**config.mk**
```make
export PLATFORM = sky130hd
export DESIGN_NAME = uart_tx_fifo_drain
export DESIGN_NICKNAME = d
export VERILOG_FILES = /design/src/rtl/uart_tx_fifo_drain.sv
export SDC_FILE = /design/constraint.sdc
export NUM_CORES = 1
export LEC_CHECK = 0
export BUFFER_PORTS_ARGS = -buffer_cell sky130_fd_sc_hd__buf_4
export CORE_MARGIN = 3
export CORE_UTILIZATION = 52
export CTS_CLUSTER_SIZE = 10
export DETAILED_ROUTE_END_ITERATION = 12
export GPL_ROUTABILITY_DRIVEN = 1
export GPL_TIMING_DRIVEN = 0
export PLACE_DENSITY = 0.83
export SYNTH_ARGS = -nofsm -noshare
export SYNTH_HDL_FRONTEND = slang
export SYNTH_SLANG_ARGS = --single-unit
```
**constraint.sdc**
```tcl
create_clock -name clk_i -period 1.92 [get_ports clk_i]
set_input_delay 0.096 -clock clk_i [delete_from_list [all_inputs] [get_ports clk_i]]
set_output_delay 0.096 -clock clk_i [all_outputs]
set_load 0.02 [all_outputs]
```
**src/rtl/uart_tx_fifo_drain.sv**
```systemverilog
// uart_tx_fifo_drain: pops words from an upstream FIFO and sends them as UART frames.
// Define UART_TX_PARITY_EN to insert a parity bit (even, or odd when PARITY_ODD=1).
module uart_tx_fifo_drain #(
  parameter int WIDTH      = 8,
  parameter int DEPTH      = 7,
  parameter int CLK_DIV    = 868,
  parameter int STOP_BITS  = 1,
  parameter int PARITY_ODD = 0
) (
  input  logic             clk_i,
  input  logic             rst_i,
  input  logic [WIDTH-1:0] fifo_data_i,
  input  logic [DEPTH-1:0] fifo_size_i,
  output logic             fifo_get_o,
  input  logic             enable_i,
  output logic             tx_o,
  output logic             busy_o
);
  localparam int BW = $clog2(WIDTH + 1);
  if (CLK_DIV < 2 || CLK_DIV > 65535 || (STOP_BITS != 1 && STOP_BITS != 2) ||
      (PARITY_ODD != 0 && PARITY_ODD != 1)) begin : g_bad_cfg
    $error("uart_tx_fifo_drain: illegal parameter value");
  end
`ifdef UART_TX_PARITY_EN
  typedef enum logic [2:0] {IDLE, START, DATA, PARITY, STOP} state_t;
  logic par_q, par_d;
`else
  typedef enum logic [2:0] {IDLE, START, DATA, STOP} state_t;
`endif
  state_t           state_q, state_d;
  logic [15:0]      div_q, div_d;
  logic [BW-1:0]    bit_q, bit_d;
  logic [WIDTH-1:0] sh_q, sh_d;
  logic             tx_q, tx_d, busy_q, busy_d;
  logic             wrap, last_stop, launch;
  assign wrap       = div_q == 16'(CLK_DIV - 1);
  assign last_stop  = state_q == STOP && wrap && bit_q == BW'(STOP_BITS - 1);
  // Gated by rst_i so no pop can escape while the block is held in reset.
  assign launch     = !rst_i && enable_i && (|fifo_size_i) && (state_q == IDLE || last_stop);
  assign fifo_get_o = launch;
  assign tx_o       = tx_q;
  assign busy_o     = busy_q;
  always_comb begin
    state_d = state_q;
    div_d   = (state_q == IDLE || wrap) ? '0 : div_q + 16'd1;
    bit_d   = bit_q;
    sh_d    = sh_q;
    tx_d    = tx_q;
    busy_d  = busy_q;
`ifdef UART_TX_PARITY_EN
    par_d   = par_q;
`endif
    if (launch) begin
      state_d = START;
      div_d   = '0;
      bit_d   = '0;
      sh_d    = fifo_data_i;
      tx_d    = 1'b0;
      busy_d  = 1'b1;
`ifdef UART_TX_PARITY_EN
      par_d   = ^fifo_data_i ^ PARITY_ODD[0];
`endif
    end else if (wrap) begin
      case (state_q)
        START: begin
          state_d = DATA;
          tx_d    = sh_q[0];
        end
        DATA: begin
          if (bit_q == BW'(WIDTH - 1)) begin
            bit_d   = '0;
`ifdef UART_TX_PARITY_EN
            state_d = PARITY;
            tx_d    = par_q;
`else
            state_d = STOP;
            tx_d    = 1'b1;
`endif
          end else begin
            bit_d = bit_q + 1'b1;
            sh_d  = sh_q >> 1;
            tx_d  = sh_d[0];
          end
        end
`ifdef UART_TX_PARITY_EN
        PARITY: begin
          state_d = STOP;
          tx_d    = 1'b1;
          bit_d   = '0;
        end
`endif
        STOP: begin
          state_d = last_stop ? IDLE : STOP;
          busy_d  = !last_stop;
          bit_d   = last_stop ? bit_q : bit_q + 1'b1;
        end
        default: ;
      endcase
    end
  end
  always_ff @(posedge clk_i or posedge rst_i) begin
    if (rst_i) begin
      state_q <= IDLE;
      div_q   <= '0;
      bit_q   <= '0;
      sh_q    <= '0;
      tx_q    <= 1'b1;
      busy_q  <= 1'b0;
`ifdef UART_TX_PARITY_EN
      par_q   <= 1'b0;
`endif
    end else begin
      state_q <= state_d;
      div_q   <= div_d;
      bit_q   <= bit_d;
      sh_q    <= sh_d;
      tx_q    <= tx_d;
      busy_q  <= busy_d;
`ifdef UART_TX_PARITY_EN
      par_q   <= par_d;
`endif
    end
  end
endmodule

```
==> impl_metrics.env <==
export IMPL_status="finished, violations left"
export IMPL_violations="setup timing"
export IMPL_period_needed_ns=1.95
export IMPL_die_area_um2=4290
export IMPL_syn_to_final_growth_pct=29.7
export IMPL_grt_util_met1_pct=28.6
export IMPL_skew_ns=0.0107
export IMPL_die_x_um=65.5
export IMPL_drc=0
export IMPL_ys_warn_count=0
export IMPL_met3_usage_pct=6.50
export IMPL_initial_core_util_pct=57.5
export IMPL_ys_ff_latch=32
export IMPL_ant_nets=0
export IMPL_r2r_cells=7
export IMPL_synth_edf_count=0
export IMPL_finish_instance_area_um2=2390
export IMPL_internal_power_w=0.000879
export IMPL_final_core_util_pct=74.5
export IMPL_place_area_um2=2050
export IMPL_grt_usage_pct=22.5
export IMPL_drive_above_1_share_pct=31.3
export IMPL_cellLeakagePower_nw=1.00
export IMPL_grt_pass1_vias=1604
export IMPL_cts_made_buffers=5
export IMPL_num_fill_cells=240
export IMPL_p_sw_w=0.000265
export IMPL_gr_usage_met2_pct=35.0
export IMPL_power_frac_clock_pct=36.4
export IMPL_p_sw_share_pct=23.2
export IMPL_ys_types=46
export IMPL_worst_slew_pin_slew_ns=0.511
export IMPL_final_cells=287
export IMPL_syn_inst=200
export IMPL_drtPass1Iterations=4
export IMPL_fin_total_pwr_w=0.00114
export IMPL_clk_latency_ns=0.35
export IMPL_htreeDepth=2
export IMPL_cp_start_kind="flop"
export IMPL_wl_per_cell_um=16.2
export IMPL_synth_flop_cell="dfrtp_1"
export IMPL_clk_pin_slew_ns=0.11
export IMPL_final_common_cell="buf_4"
export IMPL_path_class="reg -> out"
export IMPL_cap_viol_max_count=0
export IMPL_nNetsFinal=267
export IMPL_rows=20
export IMPL_cts_sinks=32
export IMPL_p_seq_share_pct=58.8
export IMPL_dp_cells=264
export IMPL_pwr_density_cell_nw_per_um2=479
export IMPL_diodes=0
export IMPL_routed_wl_um=4640
export IMPL_worst_slack_ns=-0.0326
export IMPL_avgSynthCellArea_um2=9.20
export IMPL_dp_hpwl_um=2820
export IMPL_io_pins=21
export IMPL_finalHoldViolCount=0
export IMPL_synth_cell_area_um2=1840
export IMPL_final_max_slew_violation_count=0
export IMPL_synthArstFlopShare_pct=100
export IMPL_grt_busiest_layer="met2"
export IMPL_io_buffers=20
export IMPL_yosysSeqAreaShare_pct=43.6
export IMPL_crit_fanout=6
export IMPL_cts_root_buf="clkbuf_4"
export IMPL_timing_slew_headroom_pct=65.8
export IMPL_rsz0062_at_grt="true"
export IMPL_die_y_um=65.5
export IMPL_grt_max_degree=33
export IMPL_gp_congestion=0.791
export IMPL_fmax_mhz=512
export IMPL_cp_data_required_time_ns=1.82
export IMPL_vias=1711
export IMPL_vias_per_cell=5.96
export IMPL_final_cell_mix="buf_4 (36), dfrtp_1 (31), nor2_1 (18), o21ai_0 (14), nand3_1 (13)"
export IMPL_antenna_found_initial=0
export IMPL_ir_drop_mv=0.426
export IMPL_min_path_cells=3
export IMPL_setup_viol=1
export IMPL_fin_crit_sh_pct=102
export IMPL_cts_tree="built"
export IMPL_pwr_share_comb_pct=4.7
export IMPL_cts_max_path_buffers=2
export IMPL_first_iter_violations=117
export IMPL_gr_total_overflow=0
export IMPL_worstSetupEndpointType="primary output"
export IMPL_cp_arrival_ns=1.86
export IMPL_core_area_um2=3200
export IMPL_min_path_type="in -> reg"
export IMPL_syn_nets=225
export IMPL_fin_tns_setup_ns=-0.0326
export IMPL_grt_pass1_wl_um=7240
-- power by group through the flow --
stage	sequential (W)	combinational (W)	clock, W
6_report	0.000674	0.0000542	0.000417
5_1_grt	0.000674	0.0000592	0.000446
4_1_cts	0.000674	0.0000451	0.000419
3_5_place_dp	0.000687	0.0000432	0
3_3_place_gp	0.000687	0.0000427	0
2_1_floorplan	0.000687	0.0000131	0
-- sequential cells by signal, summed over array words and instances (netlist names) --
register / count
tx_o: 1
sh_q: 8
bit_q: 4
busy_o: 1
state_q: 2
div_q: 16
-- metrics by stage --
stage / hold WS, ns / worst slack [ns]
floorplan: 0.211 / 0.0768
global placement: 0.347 / -0.187
detailed placement: 0.367 / -0.224
CTS: 0.0209 / -0.106
global route: 0.0363 / -0.106
finish: 0.0146 / -0.0326
-- area by class of cell --
type | count | area [um2] | share of cell area [%]
Inverter | 12 | 50.0 | 2.10
Multi-Input combinational cell | 146 | 1050 | 43.9
Sequential cell | 32 | 802 | 33.6
Buffer | 5 | 42.5 | 1.78
Clock buffer | 6 | 51.3 | 2.15
Clock inverter | 2 | 10.0 | 0.419
Timing Repair Buffer | 40 | 329 | 13.8
Tap cell | 44 | 55.1 | 2.31
-- worst paths after layout --
check	start	end	slack, ns
max in group asynchronous	rst_i	tx_o$_DFFE_PP1P_	1.11
min	fifo_data_i[5]	sh_q[5]$_DFFE_PP0P_	0.01
min reg2reg	tx_o$_DFFE_PP1P_	tx_o$_DFFE_PP1P_	0.51
max reg2reg	div_q[0]$_DFF_PP0_	state_q[0]$_DFFE_PP0P_	0.07
min in group asynchronous	rst_i	sh_q[6]$_DFFE_PP0P_	0.29
max	state_q[1]$_DFFE_PP0P_	fifo_get_o	-0.03
-- synthesized netlist by cell type, types with 2 or more instances --
cell       n  area share (%)
dfrtp_1   31              42
o22ai_1    2            0.68
clkbuf_1   6             1.2
nand4_1    4             1.4
nand2_1    7             1.4
nor3_1    10             2.7
or4_1      2            0.82
nand3_1   13             3.5
and4_1     2            0.95
nor2_1    18             3.7
o221ai_1   2            0.95
and2_1     2            0.68
or3_1      4             1.4
xor2_1     2            0.95
ha_1       7             4.8
a21oi_1   10             2.7
xnor2_1    8             3.8
buf_2      4             1.1
inv_1     11             2.2
o21ai_0   18             4.9
a31oi_1    8             2.7
nor4_1     4             1.4
nand3_2    2             1.1
-- critical path, cell delays in order (launching register included) --
cell,delay (ns)
dfrtp_1,0.38
ha_2,0.18
buf_6,0.11
nor4bb_4,0.35
o221ai_2,0.16
nand2b_4,0.18
clkinv_4,0.05
buf_6,0.10
-- what timing repair did --
action,in CTS,in global routing
setup buffers,15,4
pin swaps,4,8
setup endpoints to repair,27,27
endpoints found under the hold margin,1,11
gates resized for setup,17,24
hold buffers,1,1
-- kinds of logic (layout without fill, tap and decap cells) --
| group | count (synthesis) | in the layout | synth area share, % |
|---|---|---|---|
| adders and majority gates | 7 | 7 | 4.76 |
| xor gates and xnor gates | 10 | 10 | 4.76 |
| DFF | 32 | 32 | 43.6 |
| and+or+nand+nor | 79 | 79 | 25.7 |
| AOI/OAI and AO/OA | 50 | 50 | 16.5 |
| buffers and inverters | 22 | 65 | 4.76 |
-- metal layers --
metal / wire length, um / vias up
met4: 124 / 0
met5: 0 / -
met2: 2210 / 56
met3: 276 / 16
li1: - / 814
met1: 2030 / 825
Power figures use the tool's default switching activity.
